$ cat src/rtl/digit_pkg.sv
// Shared constants for the digit page latch: page index geometry and word reset value.
package digit_pkg;

    localparam int PAGE_W     = 2;
    localparam int PAGE_COUNT = 4;

    localparam logic [31:0] WORD_RST = 32'h0;

    // The page index is exactly PAGE_W bits wide, so the modulo-4 wrap is the natural overflow.
    function automatic logic [PAGE_W-1:0] next_page(input logic [PAGE_W-1:0] p);
        return p + 1'b1;
    endfunction

endpackage

$ cat src/rtl/btn_debounce.sv
// Synchronizes and debounces a raw push-button and emits a one-cycle pulse on each accepted press.
module btn_debounce
    import digit_pkg::*;
#(
    parameter int DEBOUNCE_CYCLES = 50000
) (
    input  logic clk,
    input  logic rst,
    input  logic btn,
    output logic press
);

    localparam int              CNT_W    = $clog2(DEBOUNCE_CYCLES);
    localparam logic [CNT_W-1:0] CNT_LAST = CNT_W'(DEBOUNCE_CYCLES - 1);

    logic             r_sync1;
    logic             r_sync2;
    logic             r_stable;
    logic             r_stable_d;
    logic [CNT_W-1:0] r_cnt;

    // Counter runs only while the synchronized level disagrees with the accepted one;
    // any return to the accepted level restarts the count from zero.
    always_ff @(posedge clk or negedge rst) begin
        if (!rst) begin
            r_sync1    <= 1'b0;
            r_sync2    <= 1'b0;
            r_stable   <= 1'b0;
            r_stable_d <= 1'b0;
            r_cnt      <= '0;
        end else begin
            r_sync1    <= btn;
            r_sync2    <= r_sync1;
            r_stable_d <= r_stable;
            if (r_sync2 == r_stable) begin
                r_cnt <= '0;
            end else if (r_cnt == CNT_LAST) begin
                r_stable <= r_sync2;
                r_cnt    <= '0;
            end else begin
                r_cnt <= r_cnt + 1'b1;
            end
        end
    end

    assign press = r_stable & ~r_stable_d;

endmodule

$ cat src/rtl/digit_page_latch.sv
// Holds the CPU display word and drives the byte selected by a button-paged index to the hex decoder.
module digit_page_latch
    import digit_pkg::*;
#(
    parameter int DEBOUNCE_CYCLES = 50000
) (
    input  logic              clk,
    input  logic              rst,
    input  logic              wr_en,
    input  logic [31:0]       wr_data,
    input  logic              btn,
    output logic [7:0]        digito_data,
    output logic [PAGE_W-1:0] page,
    output logic              valid
);

    logic              w_press;
    logic [31:0]       r_word;
    logic              r_valid;
    logic [PAGE_W-1:0] r_page;
    logic [7:0]        r_dig;

    btn_debounce #(
        .DEBOUNCE_CYCLES(DEBOUNCE_CYCLES)
    ) u_btn_debounce (
        .clk  (clk),
        .rst  (rst),
        .btn  (btn),
        .press(w_press)
    );

    // The output byte is taken from the pre-edge word and page, so a write or page
    // advance shows up on digito_data one edge later.
    always_ff @(posedge clk or negedge rst) begin
        if (!rst) begin
            r_word  <= WORD_RST;
            r_valid <= 1'b0;
            r_page  <= '0;
            r_dig   <= 8'h00;
        end else begin
            r_dig <= r_word[{r_page, 3'b000} +: 8];
            if (wr_en) begin
                r_word  <= wr_data;
                r_valid <= 1'b1;
            end
            if (w_press) begin
                r_page <= next_page(r_page);
            end
        end
    end

    assign digito_data = r_dig;
    assign page        = r_page;
    assign valid       = r_valid;

endmodule

$ cat config.mk
export PLATFORM = sky130hd
export DESIGN_NAME = digit_page_latch
export DESIGN_NICKNAME = d
export VERILOG_FILES = /design/src/rtl/digit_pkg.sv /design/src/rtl/btn_debounce.sv /design/src/rtl/digit_page_latch.sv
export SDC_FILE = /design/constraint.sdc
export NUM_CORES = 1
export LEC_CHECK = 0
export ABC_AREA = 0
export CORE_AREA = 4 4 63 109
export CTS_CLUSTER_SIZE = 25
export DETAILED_ROUTE_END_ITERATION = 8
export DIE_AREA = 0 0 67 113
export GPL_TIMING_DRIVEN = 0
export MAX_ROUTING_LAYER = met4
export PLACE_DENSITY = 0.77
export SYNTH_ARGS = -nofsm -noshare
export SYNTH_HDL_FRONTEND = slang
export SYNTH_HIERARCHICAL = 1
export SYNTH_SLANG_ARGS = --single-unit
export TNS_END_PERCENT = 100
$ cat constraint.sdc
create_clock -name clk -period 2.8 [get_ports clk]
set_clock_uncertainty 0.2 [all_clocks]
set_input_delay 0.28 -clock clk [delete_from_list [all_inputs] [get_ports clk]]
set_output_delay 0.28 -clock clk [all_outputs]
set_load 0.02 [all_outputs]
==> results of run 1 <==
==> stage by stage <==
step	setup TNS, ns	setup slack, ns	std cells	total power [mW]
2_1_floorplan	0	0.705	181	1.11
3_3_place_gp	-45.36	-0.724	306	1.22
3_5_place_dp	0	0.632	307	1.23
4_1_cts	0	0.627	322	1.84
5_1_grt	0	0.538	322	1.91
6_report	0	0.628	322	1.82
==> state kept, by name, indices dropped and copies added (netlist names) <==
register and count:
r_word 32, u_btn_debounce/r_cnt 16, digito_data 8, page 2
u_btn_debounce/r_stable 1, u_btn_debounce/r_stable_d 1, u_btn_debounce/r_sync1 1, u_btn_debounce/r_sync2 1
valid 1
==> power by group through the flow <==
stage	Clock (mW)	Combinational, mW	Sequential, mW
CTS	0.629	0.209	1.01
global placement	0	0.201	1.02
finish	0.611	0.204	1.00
detailed placement	0	0.208	1.02
floorplan	0	0.0862	1.03
global route	0.675	0.222	1.01
==> cell families after synthesis <==
logic type	share of synthesized area, %
AOI/OAI and AO/OA	0.474
xor gates and xnor gates	5.31
muxes	21.0
and+or+nand+nor	10.2
DFF	59.7
adders and majority gates	0.474
buffers and inverters	2.79
==> worst max-delay path: stages, from the launching register on <==
cell and delay [ns]:
dfrtp_1 0.43, or4b_1 0.51, or4_4 0.59, nand2_4 0.13, buf_6 0.14, nor2_1 0.06
==> cell type report <==
type                       instances  share of cell area, %
clock buffer                      12                   4.02
buffer                             8                   2.08
sequential                        63                   46.9
timing repair buffer              47                   14.1
multi-input combinational        109                   29.5
clock inverter                     2                  0.298
inverter                           1                  0.112
tap                               80                   2.98
==> path summary, 6_finish.rpt <==
check,from,endpoint,slack (ns),depth (start not counted)
max,u_btn_debounce/r_cnt[12],u_btn_debounce/r_cnt[10],0.63,5
max reg2reg,u_btn_debounce/r_cnt[12],u_btn_debounce/r_cnt[10],0.63,5
min,wr_en,r_word[30],0.12,2
max in group asynchronous,rst,r_word[24],1.44,3
min reg2reg,u_btn_debounce/r_sync1,u_btn_debounce/r_sync2,0.15,0
min in group asynchronous,rst,digito_data[6],0.34,2
==> placed cells by master, fill, tap and decap left out, drive strengths merged, types with 2 or more instances in the layout <==
cell type,Yosys,routed
clkinv,0,2
clkbuf,1,13
or4,2,2
xnor2,8,8
mux2,33,33
nor4,2,2
mux4,8,8
buf,7,9
nor3,2,2
dfrtp,63,63
nand3,6,6
nand2,6,6
xor2,8,8
clkdlybuf4s50,0,44
nor2,16,16
nand4,6,6
and3,2,2
==> layer usage <==
| layer | global-route usage, % | up-vias | wire length, um |
|---|---|---|---|
| li1 | - | 757 | - |
| met1 | 16.1 | 828 | 1890 |
| met2 | 25.0 | 34 | 2700 |
| met3 | 3.38 | 11 | 177 |
| met4 | 8.94 | 0 | 143 |
| met5 | - | - | 0 |
==> timing repair <==
| item | in CTS | in global routing |
|---|---|---|
| endpoints found under the setup margin | 0 | 0 |
| endpoints found under the hold margin | 30 | 0 |
| hold buffers | 1 | 0 |
==> run_results.csv, run 1 <==
group,metric,value,unit
logic_synthesis,synth_commonest_cells,"dfrtp_1 (63), mux2_2 (32), nor2_1 (16)",
logic_synthesis,synth_most_common_cell,"dfrtp_1",
timing,relSlewSlack,52.6,%
clock_network,cts_root_buf,"clkbuf_8",
pwr,intPower,1.41,mW
layout,fin_util,55.7,%
place,gp_congestion,0.894,
drt,totalWireLength,4.91,mm
pwr,comb_power_share,11.2,%
layout,area_growth,27.3,%
place,dp_hpwl,3.60,mm
logic_synthesis,synth_top_area_cell,"dfrtp_1",
global_routing,grtUsageTotal,15.1,%
logic_synthesis,ys_types,31,
floorplanning,die_w,67,um
logic_synthesis,synth_async_sr_flop_share,100,%
min_path,hp-class,"in2reg",
clock_network,cts_buffers,9,
layout,register_area,1580,sq um
pwr,power_frac_clock,33.6,%
logic_synthesis,yosysSeqAreaShare,59.7,%
drt,drtIter0Drc,55,
layout,num_antenna_cells,0,
clock_network,cts_setup_buffers,0,
floorplanning,initial_core_util,43.7,%
floorplanning,core_area,6040,sq um
drt,firstDrtPassIters,4,
global_routing,grt_overflow_total,0,
timing,slew_viol_final,0,
pwr,power_density,541,nW/um^2
pwr,seqPwrFrac,55.2,%
timing,max_freq,460,MHz
logic_synthesis,synth_flop_cell,"dfrtp_1",
pwr,ir_worst_vdd,0.351,mV
clock_network,cts.sinks,63,
setup_path,cp-start-kind,"flop",
drt,drc,0,
timing,finalHoldViolCount,0,
clock_network,insertion_delay,0.33,ns
timing,period_needed,2.17,ns
timing,fin_crit_sh,77.6,%
setup_path,critPathArrivalTime,2.19,ns
floorplanning,io_pins,47,
global_routing,grt_start_max_net_pins,34,
logic_synthesis,ys_warn_count,6,
setup_path,cp-end-kind,"flop",
setup_path,required,2.82,ns
layout,final_area,3360,sq um
layout,drive_gt1_share,27.3,%
drt,vias,1630,
logic_synthesis,synth_edf_count,0,
global_routing,grt_pass1_wl,8.00,mm
setup_path,criticalPathCategory,"reg2reg",
timing,rsz0062_at_grt,"false",
pwr,leakagePower,1.38,nW
clock_network,cts_tree,"done",
flow_run,max_cap_viol_count,0,
logic_synthesis,syn_area,2640,sq um
setup_path,path_max_fanout,10,
floorplanning,dieArea,7570,sq um
logic_synthesis,syn_inst,181,
timing,tightest_slew,0.711,ns
place,port_buffers,45,
clock_network,clock_path_buffers,2,
logic_synthesis,ys_ff_latch,63,
timing,setup_viol,0,
logic_synthesis,synth_nets,218,
clock_network,cts-resized-gates,0,
drt,vias_per_cell,5.06,
logic_synthesis,syn_avg_cell_area,14.6,sq um
clock_network,clkSlewWorstSetupHoldPaths,0.06,ns
pwr,swShare,22.5,%
layout,num-fill-cells,503,
floorplanning,num_rows,38,
logic_synthesis,synthTopCellsByArea,"dfrtp_1 (60%), mux2_2 (14%), mux4_2 (6.8%), xnor2_1 (2.7%), xor2_1 (2.7%)",
timing,whs,0.124,ns
floorplanning,die_y,113,um
layout,nets,276,
place,place_area,3210,sq um
clock_network,htree_num_levels,3,
global_routing,antenna_found_initial,0,
logic_synthesis,netlist.area_leader.share,59.7,%
layout,multi_input_area,991,sq um
global_routing,grt_pass1_vias,1684,
status,status,"complete, no violations",
drt,antenna_left,0,
pwr,p_sw,0.409,mW
drt,wl_per_cell,15.2,um
Power figures use the tool's default switching activity.
==> run 2: changes to the inputs <==
--- a/config.mk
+++ b/config.mk
@@ -12,7 +12,7 @@
 export DIE_AREA = 0 0 67 113
 export GPL_TIMING_DRIVEN = 0
 export MAX_ROUTING_LAYER = met4
-export PLACE_DENSITY = 0.77
+export PLACE_DENSITY = 0.8
 export SYNTH_ARGS = -nofsm -noshare
 export SYNTH_HDL_FRONTEND = slang
 export SYNTH_HIERARCHICAL = 1
==> constraint.sdc (replaced) <==
create_clock -name clk -period 1.8 [get_ports clk]
set_clock_uncertainty 0.2 [all_clocks]
set_input_delay 0.18 -clock clk [delete_from_list [all_inputs] [get_ports clk]]
set_output_delay 0.18 -clock clk [all_outputs]
set_load 0.02 [all_outputs]
==> run_results.csv, run 2 (synthesis gave the netlist of run 1 again) <==
group,metric,value,unit
setup_path,cp-start-kind,"flop",
floorplanning,dieArea,7570,sq um
pwr,power_density,833,nW/um^2
setup_path,critPathArrivalTime,2.07,ns
pwr,intPower,2.28,mW
status,status,"finished, violations left",
drt,drtIter0Drc,45,
setup_path,crit_end,"u_btn_debounce/r_stable",
layout,final_common_cell,"dfrtp_1",
setup_path,slowest_stage,"or4b_4",
global_routing,grtUsageTotal,16.5,%
timing,period_needed,2.05,ns
timing,totalNegativeSetupSlack,-3.59,ns
drt,vias_per_cell,5.02,
timing,setup_viol,17,
layout,area_growth,33.4,%
setup_path,r2r-end,"u_btn_debounce/r_stable",
drt,totalWireLength,5.36,mm
clock_network,htree_num_levels,3,
timing,fin_ws,-0.254,ns
pwr,leakagePower,1.43,nW
place,port_buffers,45,
clock_network,insertion_delay,0.33,ns
drt,wl_per_cell,16.3,um
global_routing,grt_overflow_total,0,
layout,regMostFlops,"r_word",
pwr,seqPwrFrac,53.2,%
clock_network,clock_path_buffers,2,
floorplanning,die_y,113,um
setup_path,worstRegToRegCells,3,
timing,rsz0062_at_grt,"true",
setup_path,r2r_start,"u_btn_debounce/r_cnt[10]",
min_path,hold-path-cell-count,2,
drt,antenna_left,0,
status,violations,"setup timing",
floorplanning,initial_core_util,43.7,%
setup_path,crit_chain,"or4b_4 -> or4_4 -> mux2_4",
floorplanning,num_rows,38,
global_routing,grt_pass1_wl,8.87,mm
timing,finalHoldViolCount,0,
layout,largest_reg_flops,32,
clock_network,cts_buffers,9,
layout,layout_common_cells,"dfrtp_1 (62), clkdlybuf4s50_1 (44), mux2_2 (32), nor2_2 (13), clkbuf_8 (11)",
global_routing,antenna_found_initial,0,
setup_path,criticalPathCategory,"reg2reg",
layout,drive_gt1_share,36.9,%
timing,whs,0.0232,ns
drt,firstDrtPassIters,4,
timing,fin_crit_sh,114,%
timing,tightest_slew,0.530,ns
timing,slew_viol_final,0,
timing,relSlewSlack,64.7,%
place,dp_hpwl,3.61,mm
setup_path,reg2reg_slack,-0.25,ns
setup_path,slowest_delay,0.52,ns
setup_path,startpoint,"u_btn_debounce/r_cnt[10]",
setup_path,required,1.81,ns
clock_network,clkSlewWorstSetupHoldPaths,0.07,ns
layout,nets,283,
drt,drc,0,
layout,num_antenna_cells,0,
flow_run,max_cap_viol_count,0,
setup_path,path_max_fanout,3,
clock_network,cts_tree,"done",
pwr,power_frac_clock,35.4,%
place,gp_congestion,0.858,
floorplanning,io_pins,47,
min_path,hp-class,"in2reg",
setup_path,cp-end-kind,"flop",
pwr,ir_worst_vdd,0.660,mV
pwr,p_sw,0.652,mW
timing,max_freq,487,MHz
global_routing,grt_start_max_net_pins,42,
drt,vias,1651,
clock_network,cts_root_buf,"clkbuf_8",
clock_network,cts.sinks,63,
global_routing,grt_pass1_vias,1792,
pwr,comb_power_share,11.4,%
pwr,swShare,22.2,%
floorplanning,die_w,67,um
floorplanning,core_area,6040,sq um
## run 2: worst min-delay path by stage
stage	start	endpoint	slack (ns)
floorplan	rst	digito_data[0]	-0.32
global placement	u_btn_debounce/r_sync1	u_btn_debounce/r_sync2	0.14
detailed placement	rst	digito_data[7]	-0.009
CTS	wr_en	r_word[0]	0.01
global route	wr_en	r_word[31]	0.02
finish	wr_en	r_word[0]	0.02
## run 2: repair_timing
item | 4_1_cts | 5_1_grt
hold endpoints to repair | 22 | 0
resized for setup | 9 | 12
endpoints found under the setup margin | 17 | 17
gates cloned | 1 | 0
setup buffers | 6 | 1
hold buffers | 1 | 0
pin swaps | 1 | 1
## run 2: power groups by stage
stage	Sequential, mW	Combinational, mW	Clock (mW)
global route	1.57	0.364	1.13
CTS	1.56	0.340	1.06
finish	1.56	0.336	1.04
floorplan	1.60	0.135	0
detailed placement	1.59	0.323	0
global placement	1.58	0.313	0
## run 2: layer usage
layer | part of all wire (%) | up-vias | track usage [%] | routed length, um
met5 | 0 | - | - | 0
met4 | 2.4 | 0 | 7.32 | 128
met3 | 4.6 | 9 | 4.27 | 246
met2 | 55 | 42 | 27.3 | 2970
met1 | 38 | 829 | 18.5 | 2010
li1 | - | 771 | - | -
## run 2: layout make-up
class,instances,area [sq um]
Clock buffer,13,159
Inverter,1,3.75
Sequential cell,63,1580
Tap cell,80,100
Fill cell,487,2510
Multi-Input combinational cell,109,1050
Timing Repair Buffer,55,559
Clock inverter,1,5.00
Buffer,7,70.1
## run 2: through the flow
| step | util [%] | area [sq um] | setup WS (ns) | std cells | total power [mW] |
|---|---|---|---|---|---|
| 3_3_place_gp | 53.1 | 3210 | -1.64 | 306 | 1.90 |
| 3_5_place_dp | 53.4 | 3220 | -0.318 | 307 | 1.91 |
| 6_report | 58.4 | 3520 | -0.254 | 329 | 2.94 |
| 4_1_cts | 57.7 | 3480 | -0.239 | 328 | 2.96 |
| 2_1_floorplan | - | 2660 | -0.240 | 181 | 1.73 |
| 5_1_grt | 58.4 | 3520 | -0.297 | 329 | 3.06 |
## run 2: critical path: cells and delay by family (launching register included)
family	cells	cell delay [ns]
simple gates	2	1.02
flops	1	0.39
mux	1	0.32
